`src/rtl/edfic_nest_ctrl.sv`:
```
`default_nettype none
// ============================================================================
// Module   : edfic_nest_ctrl
// Purpose  : Preemption and nesting controller between the EDF interrupt
//            controller and one hart. Keeps a stack of the absolute deadlines
//            of the running handlers. It offers the arbitration winner to the
//            core only when the winner's deadline is strictly earlier than the
//            running handler's deadline. It claims the line back at the
//            controller when the core accepts.
// Revision : 1.0 - initial release
// ----------------------------------------------------------------------------
// Ports
//   clk_i, rst_i            clock, synchronous active-high reset
//   mtime_i                 platform time (low DlWidth bits used as "now")
//   irq_valid_i/id_i/dl_i   controller winner (relative deadline)
//   edfic_ack_o/edfic_id_o  claim pulse and claimed id back to the controller
//   core_irq_o/core_id_o    interrupt offer to the core
//   core_ack_i              core accepts the offer (honoured only while offered)
//   core_done_i             current handler finished (pops the stack)
//   nest_depth_o            number of running handlers
//   stack_full_o            nest_depth_o == StackDepth
//   deadline_miss_o         one-cycle pulse when the running top goes overdue
//   miss_cnt_o              saturating count of deadline misses
// Build option
//   EDFIC_NEST_OVERRUN_EN   enables overrun detection. When it is undefined,
//                           deadline_miss_o and miss_cnt_o are tied to 0.
// ============================================================================
module edfic_nest_ctrl #(
  parameter int NrIrqs     = 4,
  parameter int TsWidth    = 24,
  parameter int TsClip     = 0,
  parameter int StackDepth = 4
) (
  input  logic                              clk_i,
  input  logic                              rst_i,
  input  logic [63:0]                       mtime_i,
  input  logic                              irq_valid_i,
  input  logic [$clog2(NrIrqs)-1:0]         irq_id_i,
  input  logic [TsWidth+TsClip-1:0]         irq_dl_i,
  output logic                              edfic_ack_o,
  output logic [$clog2(NrIrqs)-1:0]         edfic_id_o,
  output logic                              core_irq_o,
  output logic [$clog2(NrIrqs)-1:0]         core_id_o,
  input  logic                              core_ack_i,
  input  logic                              core_done_i,
  output logic [$clog2(StackDepth+1)-1:0]   nest_depth_o,
  output logic                              stack_full_o,
  output logic                              deadline_miss_o,
  output logic [15:0]                       miss_cnt_o
);

  localparam int IdWidth    = $clog2(NrIrqs);
  localparam int DlWidth    = TsWidth + TsClip;
  localparam int DepthWidth = $clog2(StackDepth + 1);
  localparam int IdxWidth   = (StackDepth > 1) ? $clog2(StackDepth) : 1;

  localparam logic [DepthWidth-1:0] c_DEPTH_MAX = DepthWidth'(StackDepth);

  localparam logic [1:0] ST_IDLE  = 2'd0;
  localparam logic [1:0] ST_OFFER = 2'd1;
  localparam logic [1:0] ST_CLAIM = 2'd2;

  logic [1:0]            r_state;
  logic [IdWidth-1:0]    r_off_id;
  logic [DlWidth-1:0]    r_off_abs;
  logic                  r_edfic_ack;
  logic [IdWidth-1:0]    r_edfic_id;
  logic [DepthWidth-1:0] r_depth;
  logic [DlWidth-1:0]    r_stk_dl [StackDepth];
  logic [IdWidth-1:0]    r_stk_id [StackDepth];

  logic [DlWidth-1:0]    w_now;
  logic [DepthWidth-1:0] w_depth_m1;
  logic [IdxWidth-1:0]   w_top_idx;
  logic [IdxWidth-1:0]   w_push_idx;
  logic [IdxWidth-1:0]   w_wr_idx;
  logic [DlWidth-1:0]    w_top_rel;
  logic                  w_empty;
  logic                  w_full;
  logic                  w_eligible;
  logic                  w_ack;
  logic                  w_pop;

  assign w_now      = mtime_i[DlWidth-1:0];
  assign w_empty    = (r_depth == '0);
  assign w_full     = (r_depth == c_DEPTH_MAX);
  assign w_depth_m1 = r_depth - DepthWidth'(1);
  // An empty stack points at slot 0 so the read index never leaves the array.
  assign w_top_idx  = w_empty ? '0 : w_depth_m1[IdxWidth-1:0];
  assign w_push_idx = r_depth[IdxWidth-1:0];
  assign w_top_rel  = r_stk_dl[w_top_idx] - w_now;

  // Equal deadlines do not preempt: the comparison is strict.
  assign w_eligible = irq_valid_i & ~w_full &
                      (w_empty | ($signed(irq_dl_i) < $signed(w_top_rel)));

  assign w_ack = core_ack_i & (r_state == ST_OFFER);
  assign w_pop = core_done_i & ~w_empty;
  // When a pop and a push happen together, the new entry replaces the top.
  assign w_wr_idx = w_pop ? w_top_idx : w_push_idx;

  always_ff @(posedge clk_i) begin
    if (rst_i) begin
      r_state     <= ST_IDLE;
      r_off_id    <= '0;
      r_off_abs   <= '0;
      r_edfic_ack <= 1'b0;
      r_edfic_id  <= '0;
      r_depth     <= '0;
      for (int i = 0; i < StackDepth; i++) begin
        r_stk_dl[i] <= '0;
        r_stk_id[i] <= '0;
      end
    end else begin
      r_edfic_ack <= w_ack;
      if (w_ack) begin
        r_edfic_id <= r_off_id;
      end

      case (r_state)
        ST_IDLE: begin
          if (w_eligible) begin
            r_off_id  <= irq_id_i;
            r_off_abs <= irq_dl_i + w_now;
            r_state   <= ST_OFFER;
          end
        end
        ST_OFFER: begin
          if (w_ack) begin
            r_state <= ST_CLAIM;
          end else if (w_eligible) begin
            // A newer, earlier winner replaces the pending offer.
            r_off_id  <= irq_id_i;
            r_off_abs <= irq_dl_i + w_now;
          end else begin
            r_state <= ST_IDLE;
          end
        end
        ST_CLAIM: begin
          // One quiet cycle lets the controller clear the pending bit.
          r_state <= ST_IDLE;
        end
        default: begin
          r_state <= ST_IDLE;
        end
      endcase

      if (w_ack) begin
        r_stk_dl[w_wr_idx] <= r_off_abs;
        r_stk_id[w_wr_idx] <= r_off_id;
      end
      if (w_ack && !w_pop) begin
        r_depth <= r_depth + DepthWidth'(1);
      end else if (w_pop && !w_ack) begin
        r_depth <= w_depth_m1;
      end
    end
  end

  assign core_irq_o   = (r_state == ST_OFFER);
  assign core_id_o    = r_off_id;
  assign edfic_ack_o  = r_edfic_ack;
  assign edfic_id_o   = r_edfic_id;
  assign nest_depth_o = r_depth;
  assign stack_full_o = w_full;

`ifdef EDFIC_NEST_OVERRUN_EN
  logic        r_stk_miss [StackDepth];
  logic        r_miss_pulse;
  logic [15:0] r_miss_cnt;
  logic        w_overdue;

  assign w_overdue = ~w_empty & ~r_stk_miss[w_top_idx] & ($signed(w_top_rel) < 0);

  always_ff @(posedge clk_i) begin
    if (rst_i) begin
      r_miss_pulse <= 1'b0;
      r_miss_cnt   <= '0;
      for (int i = 0; i < StackDepth; i++) begin
        r_stk_miss[i] <= 1'b0;
      end
    end else begin
      r_miss_pulse <= w_overdue;
      if (w_overdue) begin
        r_stk_miss[w_top_idx] <= 1'b1;
        if (r_miss_cnt != 16'hFFFF) begin
          r_miss_cnt <= r_miss_cnt + 16'd1;
        end
      end
      // A freshly pushed entry starts unreported; this write comes last so it
      // wins over the mark above when the top is being replaced.
      if (w_ack) begin
        r_stk_miss[w_wr_idx] <= 1'b0;
      end
    end
  end

  assign deadline_miss_o = r_miss_pulse;
  assign miss_cnt_o      = r_miss_cnt;
`else
  assign deadline_miss_o = 1'b0;
  assign miss_cnt_o      = 16'd0;
`endif

  // Time bits above the deadline width are not used.
  generate
    if (DlWidth < 64) begin : g_mtime_unused
      logic w_unused_mtime;
      assign w_unused_mtime = ^mtime_i[63:DlWidth];
    end
  endgenerate

endmodule
`default_nettype wire

```
`config.mk`:
```
export PLATFORM = sky130hd
export DESIGN_NAME = edfic_nest_ctrl
export DESIGN_NICKNAME = d
export VERILOG_FILES = /design/src/rtl/edfic_nest_ctrl.sv
export SDC_FILE = /design/constraint.sdc
export NUM_CORES = 1
export LEC_CHECK = 0
export ABC_AREA = 1
export CORE_MARGIN = 1.5
export CORE_UTILIZATION = 40
export CTS_BUF_LIST = sky130_fd_sc_hd__clkbuf_2
export DETAILED_ROUTE_END_ITERATION = 8
export SYNTH_ARGS = -nofsm -noshare
export SYNTH_HDL_FRONTEND = slang
export SYNTH_SLANG_ARGS = --single-unit
```
`constraint.sdc`:
```
create_clock -name clk_i -period 4.8 [get_ports clk_i]
set_input_delay 0.48 -clock clk_i [delete_from_list [all_inputs] [get_ports clk_i]]
set_output_delay 0.48 -clock clk_i [all_outputs]
set_load 0.01 [all_outputs]
```
==> qor.txt, run 1 <==
Max-cap viol count -> 0
Tot Pwr -> 0.00914 W
Register area share after synthesis -> 39.5%
Cell taking the most area after synthesis -> edfxtp_1
Final min period -> 4.70 ns
Max Slew Vio Count -> 0
Fin area -> 12100 µm²
Xor and xnor fraction of the mapped netlist area -> 3.69%
Max incr delay on CP -> 0.37 ns
CP dominant cell by count -> nand2_2
Routed via count -> 8543
Worst Path Arrival -> 5.32 ns
Final core utilization -> 55.2%
H-tree Lvls -> 4
Worst Hold Margin -> 0.366 ns
Simple-gate share of the synthesized area -> 24.9%
Site Rows -> 54
Initial Util -> 41.1%
Placed wire-length estimate -> 20200 µm
CP max stage cell -> dfxtp_2
Fin Clk Skew -> 0.0503 ns
DRC -> 5
Remaining Overflow, GRT -> 0
FMAX -> 213 MHz
Final setup viols -> 0
Routed length per instance -> 17.3 µm
Commonest non-fill, non-tap cell in the layout -> nand2_1
Post-synthesis cell type count -> 39
Failing checks -> design-rule violations
Largest net degree at the start of global routing -> 51
Core area -> 22000 µm²
Post-synth top area share -> 32.0%
CTS root buf -> clkbuf_2
Ys Warns -> 0
Top FF cell, synth -> edfxtp_1
Slew headroom -> 23.6%
Global-route wire length before repair -> 42400 µm
Hold crit path type -> in -> reg
GRT Total Usage -> 23.5%
First DRT Iteration DRCs -> 666
IO Count -> 122
Worst-Margin Slew -> 1.14 ns
Synthesized cell area -> 9020 µm²
Average cell area after synthesis -> 7.72 µm²
Number of nets in the layout -> 1520
Synth Area in Compound Gates -> 11.5%
RSZ-0062 raised after global routing -> yes
Required @ worst endpoint -> 5.41 ns
Worst setup SP type -> flop
Die ar. -> 23500 µm²
Multiplexer area fraction after synthesis -> 0%
Via density -> 5.20
Final GP Congestion -> 0.936
Commonest non-fill, non-tap cells in the layout -> 211 x nand2_1, 163 x nor2_1, 144 x inv_1
Initial antenna violation count -> 0
Worst-path maximum fanout -> 12
Peak supply drop -> 0.000589 V
Synth area leaders -> edfxtp_1 32%, nand2_1 10%, ha_1 10%
Clock slew at reported path FFs -> 0.24 ns
Post-Syn Instances -> 1168
DP Area -> 10600 µm²
Detail Route Antenna Nets -> 0
CP Capture Type -> flop
Max Buffers Root-to-Sink -> 2
Ant. Diodes -> 0
Final Cycle Share -> 98.0%
Area delta synth->final -> 34.5%
Pwr Density -> 753 nW/µm²
Leak -> 5.41 nW
Hold-fix buffers, CTS -> 0
Number of global-route vias before repair -> 7827
Die Ht -> 153 µm
WS Path Type -> reg -> reg
Num CTS Buffers -> 17
Worst skew pair latency -> 0.69 ns
Main combinational cell family by area after synthesis -> simple AND/OR/NAND/NOR gates
PortBufs -> 64
Routed Wire Length -> 28400 µm
Post-synth EDFFs -> 96
Post-Synth Adder-Cell Area -> 10.6%
Share of layout cells above drive strength 1 -> 24.2%
Clock sinks -> 130
TritonCTS clock tree -> built
Yosys reg bits -> 130
Final Hold Fails -> 0
Die span in x -> 153 µm
Post-synthesis async set-or-reset flop share -> 0%
Drt pass-1 iters -> 7
Run status -> complete, but fails checks
==> critical path, delay by kind of cell, from the launching register on <==
family                   cells  cell delay (ns)
adder cells (fa/ha/maj)      3             0.69
AO/OA/AOI/OAI                5             0.87
AND/OR/NAND/NOR             16             1.50
flip-flops                   1             0.37
buffers and inverters        8             1.11
XOR/XNOR                     1             0.13
==> logic make-up (layout without fill, tap and decap cells) <==
group	count (synthesis)	in the layout
other	1	17
XOR/XNOR	38	38
AO/OA/AOI/OAI	180	180
flip-flops	130	130
AND/OR/NAND/NOR	534	534
buffers and inverters	210	389
adder cells (fa/ha/maj)	75	75
==> layer usage <==
layer	vias up	global-route usage [%]	part of all wire, %
li1	4238	-	-
met1	4070	33.4	47
met2	222	38.2	48
met3	13	3.03	4.7
met4	0	4.81	0.65
met5	-	0	0
==> repair_timing <==
action | in CTS | in global routing
pin swaps | 19 | 78
resized for setup | 43 | 187
setup buffers | 11 | 21
setup endpoints to repair | 27 | 27
hold endpoints to repair | 0 | 0
gates cloned | 2 | 2
==> report_power, final <==
group          internal, W  switching, W  total [W]
sequential         0.00139     0.0000536    0.00144
combinational      0.00320       0.00382    0.00702
clock             0.000245      0.000426   0.000671
total              0.00483       0.00430    0.00914
==> path summary, 6_finish.rpt <==
kind,startpoint,endpoint,slack [ns],depth (start not counted)
worst max-delay path,nest_depth_o[0]$_SDFFE_PP0P_,r_off_abs[4]$_SDFFE_PP0P_,0.1,33
worst min-delay path,core_ack_i,edfic_ack_o$_SDFF_PP0_,0.37,3
worst max register to register,nest_depth_o[0]$_SDFFE_PP0P_,r_off_abs[4]$_SDFFE_PP0P_,0.1,33
worst min register to register,edfic_id_o[1]$_SDFFE_PP0P_,edfic_id_o[1]$_SDFFE_PP0P_,0.50,2
==> registers in the layout, summed over array words and instances (netlist names) <==
name and cells:
edfic_ack_o 1, edfic_id_o 2, r_state 2, r_stk_dl 96, nest_depth_o 3, r_off_abs 24
core_id_o 2
==> Yosys cell counts (all sizes together), types with 24 or more instances <==
| library cell | n |
|---|---|
| xnor2 | 24 |
| inv | 158 |
| o21ai | 51 |
| nor3 | 32 |
| nand3 | 31 |
| nor2 | 174 |
| nand2 | 250 |
| buf | 32 |
| edfxtp | 96 |
| dfxtp | 34 |
| a21oi | 64 |
| ha | 73 |
| nand4 | 41 |
==> final cells by class <==
class	instances	area, µm²
Fill cell	2087	9830
Multi-Input combinational cell	844	5530
Sequential cell	130	3570
Timing Repair Buffer	199	1850
Inverter	158	602
Tap cell	280	350
Clock inverter	13	135
Clock buffer	19	95.1
==> stage by stage <==
step,std cells,setup TNS (ns),worst slack [ns]
finish,1643,0,0.0967
global route,1643,-3.45,-0.180
CTS,1622,0,0.0163
detailed placement,1577,-8.59,-0.350
global placement,1577,-8.25,-0.323
floorplan,1184,0,0.0716
Power figures use the tool's default switching activity.
==> inputs of run 2 (changes only) <==
- CORE_UTILIZATION: 40 -> 30
==> run 2 against run 1 <==
First-iteration DRC count up 5.3%. Total power down 8.9%. The flow finishes with violations (negative setup slack). Largest cell class unchanged. Global-route usage down 5.5 points. Clock power up 2%. Worst setup slack worse by 0.13 ns.
==> qor.txt, run 2 (synthesis gave the netlist of run 1 again) <==
Hold crit path type -> in -> reg
PortBufs -> 64
Post-Place Cells -> 1666
Clock sinks -> 130
DRC -> 0
Max-cap viol count -> 0
Reg with most FFs -> r_stk_dl
WS Path Type -> reg -> reg
CTS root buf -> clkbuf_2
Remaining Overflow, GRT -> 0
FMAX -> 207 MHz
Final setup viols -> 7
Final GP Congestion -> 0.937
Num CTS Buffers -> 17
CP max stage cell -> dfxtp_2
Global-route wire length before repair -> 42800 µm
Worst-Margin Slew -> 1.20 ns
Share of layout cells above drive strength 1 -> 20.2%
Fin area -> 11700 µm²
Core area -> 29600 µm²
RSZ-0062 raised after global routing -> yes
Final Cycle Share -> 101%
Routed via count -> 8389
Worst skew pair latency -> 0.68 ns
Required @ worst endpoint -> 5.43 ns
Max incr delay on CP -> 0.39 ns
Die ar. -> 31100 µm²
Initial antenna violation count -> 1
Clock slew at reported path FFs -> 0.20 ns
Routed length per instance -> 16.4 µm
Failing checks -> negative setup slack
Slew headroom -> 19.8%
Detail Route Antenna Nets -> 0
Final core utilization -> 39.5%
Hold-fix buffers, CTS -> 0
Routed Wire Length -> 28300 µm
Worst Path Arrival -> 5.46 ns
Worst setup SP type -> flop
Site Rows -> 63
Fill cells -> 3099
Peak supply drop -> 0.000617 V
TritonCTS clock tree -> built
CP Capture Type -> flop
Initial Util -> 30.4%
Commonest non-fill, non-tap cell in the layout -> nand2_1
DP Area -> 10600 µm²
Run status -> complete, but fails checks
Number of global-route vias before repair -> 7802
Leak -> 5.19 nW
Worst Hold Margin -> 0.404 ns
Tot Pwr -> 0.00832 W
Fin Clk Skew -> 0.0293 ns
Worst-path maximum fanout -> 6
GRT Total Usage -> 18.0%
H-tree Lvls -> 4
Largest net degree at the start of global routing -> 36
First DRT Iteration DRCs -> 701
Flip-flop count of the largest register after layout -> 96
Area delta synth->final -> 29.8%
Commonest non-fill, non-tap cells in the layout -> 205 x nand2_1, 162 x nor2_1, 137 x inv_1
IO Count -> 122
Via density -> 4.87
Final min period -> 4.83 ns
Placed wire-length estimate -> 20800 µm
CP dominant cell by count -> nand2_2
Drt pass-1 iters -> 7
Max Buffers Root-to-Sink -> 2
Max Slew Vio Count -> 0
Pwr Density -> 711 nW/µm²
Die span in x -> 176 µm
Final Hold Fails -> 0
Post-route non-filler standard cell count -> 1722
Final WS setup -> -0.0298 ns
Number of nets in the layout -> 1488
Die Ht -> 176 µm
## run 2: area by class of cell
class / count / area, µm² / share of cell area [%]
timing repair inverter: 1 / 7.51 / 0.0642
sequential: 130 / 3570 / 30.5
multi-input combinational: 844 / 5240 / 44.7
timing repair buffer: 166 / 1570 / 13.4
antenna: 1 / 2.50 / 0.0214
clock buffer: 19 / 95.1 / 0.813
inverter: 158 / 596 / 5.09
clock inverter: 13 / 143 / 1.22
tap: 390 / 488 / 4.17
## run 2: critical path, delay by kind of cell, from the launching register on
kind                       cells  cell delay (ns)
AOI/OAI and AO/OA              7             1.10
xor gates and xnor gates       1             0.14
adders and majority gates      3             0.71
buffers and inverters          7             1.12
DFF                            1             0.39
and+or+nand+nor               12             1.31
## run 2: metrics by stage
stage | setup slack (ns) | TNS [ns]
2_1_floorplan | 0.0716 | 0
3_3_place_gp | -0.183 | -3.98
3_5_place_dp | -0.193 | -4.44
4_1_cts | 0.00168 | 0
5_1_grt | -0.355 | -8.86
6_report | -0.0298 | -0.0823
## run 2: path summary, 6_finish.rpt
| path | from | to | slack [ns] | cells past startpoint |
|---|---|---|---|---|
| max | nest_depth_o[0]$_SDFFE_PP0P_ | r_off_abs[1]$_SDFFE_PP0P_ | -0.03 | 30 |
| min | core_ack_i | edfic_ack_o$_SDFF_PP0_ | 0.40 | 3 |
| max reg2reg | nest_depth_o[0]$_SDFFE_PP0P_ | r_off_abs[1]$_SDFFE_PP0P_ | -0.03 | 30 |
| min reg2reg | edfic_id_o[1]$_SDFFE_PP0P_ | edfic_id_o[1]$_SDFFE_PP0P_ | 0.52 | 2 |
## run 2: report_power, final
part,leakage [nW],internal (W),switching (W)
sequential,1.27,0.00139,0.0000600
clock,0.140,0.000284,0.000400
combinational,3.77,0.00274,0.00345
## run 2: layer usage
layer | routed length, µm | vias to the layer above | GRT usage, %
met2 | 13100 | 260 | 29.2
met3 | 1500 | 40 | 2.61
met1 | 12900 | 3922 | 24.3
li1 | - | 4167 | -
met5 | 0 | - | 0
met4 | 758 | 0 | 6.67
## run 2: what timing repair did
item,in CTS,in global routing
gates resized for setup,50,129
setup buffers,2,17
pin swaps,10,85
setup endpoints to repair,27,27
gates cloned,3,1
==> inputs of run 3 (changes only) <==
- CORE_UTILIZATION: 30 -> 35
- SKIP_CTS_REPAIR_TIMING: unset -> 1
==> run 3 against run 2 <==
The flow now finishes without violations. Utilization grew 6.7 points. Worst setup slack gained 0.16 ns. Non-clock buffer count shrank 6. Fmax grew 3.3%. Critical path depth is the same. Register-to-register slack gained 0.16 ns. Hold slack lost 0.026 ns. Cell area shrank 0.24%. First-iteration DRC count shrank 6.1%. Wire length shrank 0.24%. Sequential power is essentially flat. Total power grew 3.3%. Critical endpoint is now r_off_abs[9]$_SDFFE_PP0P_. Largest power group unchanged.
==> qor.txt, run 3 (synthesis gave the netlist of run 1 again) <==
Global-route wire length before repair -> 41500 µm
CP max stage cell -> fa_1
R2r endpoint -> r_off_abs[9]$_SDFFE_PP0P_
Site Rows -> 58
Required @ worst endpoint -> 5.38 ns
Routed Wire Length -> 28200 µm
Die ar. -> 26700 µm²
Max Buffers Root-to-Sink -> 2
Final setup viols -> 0
Routed via count -> 8306
Initial Util -> 35.7%
Final WS setup -> 0.125 ns
Post-route non-filler standard cell count -> 1658
Max incr delay on CP -> 0.43 ns
Tot Pwr -> 0.00859 W
Worst-path maximum fanout -> 6
GRT Total Usage -> 20.5%
FF-to-FF path depth -> 30
Worst skew pair latency -> 0.69 ns
Commonest non-fill, non-tap cell in the layout -> nand2_1
Core area -> 25300 µm²
TritonCTS clock tree -> built
Leak -> 5.22 nW
IO Count -> 122
Pwr Density -> 736 nW/µm²
Slew headroom -> 8.77%
Ant. Diodes -> 0
Max Slew Vio Count -> 0
CP bufs+invs -> 8
Initial antenna violation count -> 0
Die span in x -> 164 µm
DRC -> 0
First DRT Iteration DRCs -> 658
Setup WS pre-CTS -> -0.235 ns
Crit path to -> r_off_abs[9]$_SDFFE_PP0P_
Final Hold Fails -> 0
Fin Clk Skew -> 0.0364 ns
Worst setup SP type -> flop
Routed length per instance -> 17.0 µm
Flip-flop count of the largest register after layout -> 96
Critical path's top delay family -> simple AND/OR/NAND/NOR gates
R2r setup slk -> 0.13 ns
Final Cycle Share -> 97.4%
RSZ-0062 raised after global routing -> yes
Worst-Margin Slew -> 1.37 ns
Final GP Congestion -> 0.918
Max-cap viol count -> 0
Area delta synth->final -> 29.5%
Remaining Overflow, GRT -> 0
Detail Route Antenna Nets -> 0
Run status -> finished, final reports clean
Hold crit path type -> in -> reg
Final min period -> 4.67 ns
WS Path Type -> reg -> reg
Worst Path Arrival -> 5.25 ns
Post-Place Cells -> 1610
Number of nets in the layout -> 1485
CTS root buf -> clkbuf_2
Largest net degree at the start of global routing -> 51
Die Ht -> 164 µm
Fin Setup TNS -> 0 ns
Via density -> 5.01
Drt pass-1 iters -> 5
Num CTS Buffers -> 17
Crit. path cell count -> 30
FMAX -> 214 MHz
Critical register-to-register path startpoint -> nest_depth_o[0]$_SDFFE_PP0P_
Placed wire-length estimate -> 20300 µm
Reg with most FFs -> r_stk_dl
Clock sinks -> 130
CP dominant cell by count -> buf_4
Clock slew at reported path FFs -> 0.20 ns
H-tree Lvls -> 4
Share of layout cells above drive strength 1 -> 18.8%
CP Capture Type -> flop
Final core utilization -> 46.2%
Commonest non-fill, non-tap cells in the layout -> 225 x nand2_1, 160 x nor2_1, 148 x inv_1
PortBufs -> 64
Setup crit start -> nest_depth_o[0]$_SDFFE_PP0P_
Peak supply drop -> 0.000500 V
Number of global-route vias before repair -> 7591
-- run 3: layer usage --
layer  routed length [µm]  up-vias  GRT usage (%)
met1                12900     3851           27.9
met2                13400      251           33.4
met4                  377        0           5.17
met5                    0        -              0
li1                     -     4178              -
met3                 1560       26           3.91
-- run 3: worst reg2reg max path, delay by kind of cell (launching register included) --
family | cells | cell delay, ns
buffers and inverters | 8 | 1.04
adder cells (fa/ha/maj) | 3 | 0.89
AND/OR/NAND/NOR | 12 | 1.42
XOR/XNOR | 1 | 0.14
flip-flops | 1 | 0.36
AO/OA/AOI/OAI | 6 | 0.73
-- run 3: final cells by class --
type	count	area (µm²)
Inverter	158	606
Timing Repair Buffer	160	1490
Multi-Input combinational cell	848	5270
Clock buffer	19	95.1
Sequential cell	130	3570
Fill cell	2514	13600
Clock inverter	13	240
Tap cell	330	413
-- run 3: report_power, final --
part	internal, W	switching, W	total (W)
clock	0.000497	0.000407	0.000904
sequential	0.00139	0.0000549	0.00144
combinational	0.00271	0.00353	0.00624
total	0.00460	0.00400	0.00859
-- run 3: stage by stage --
| step | area (µm²) | hold WS, ns |
|---|---|---|
| 2_1_floorplan | 9080 | 0.494 |
| 3_3_place_gp | 10500 | 0.465 |
| 3_5_place_dp | 10500 | 0.454 |
| 4_1_cts | 10800 | 0.343 |
| 5_1_grt | 11700 | 0.340 |
| 6_report | 11700 | 0.378 |
-- run 3: worst min-delay path by stage --
stage                                          start                          to  slack (ns)  cells past startpoint
final                                     core_ack_i      edfic_ack_o$_SDFF_PP0_        0.38                      3
after global routing                      core_ack_i      edfic_ack_o$_SDFF_PP0_        0.34                      3
after CTS                                 core_ack_i      edfic_ack_o$_SDFF_PP0_        0.34                      3
after global placement    edfic_id_o[1]$_SDFFE_PP0P_  edfic_id_o[1]$_SDFFE_PP0P_        0.47                      2
after detailed placement  edfic_id_o[1]$_SDFFE_PP0P_  edfic_id_o[1]$_SDFFE_PP0P_        0.45                      2
after floorplan           edfic_id_o[0]$_SDFFE_PP0P_  edfic_id_o[0]$_SDFFE_PP0P_        0.49                      2
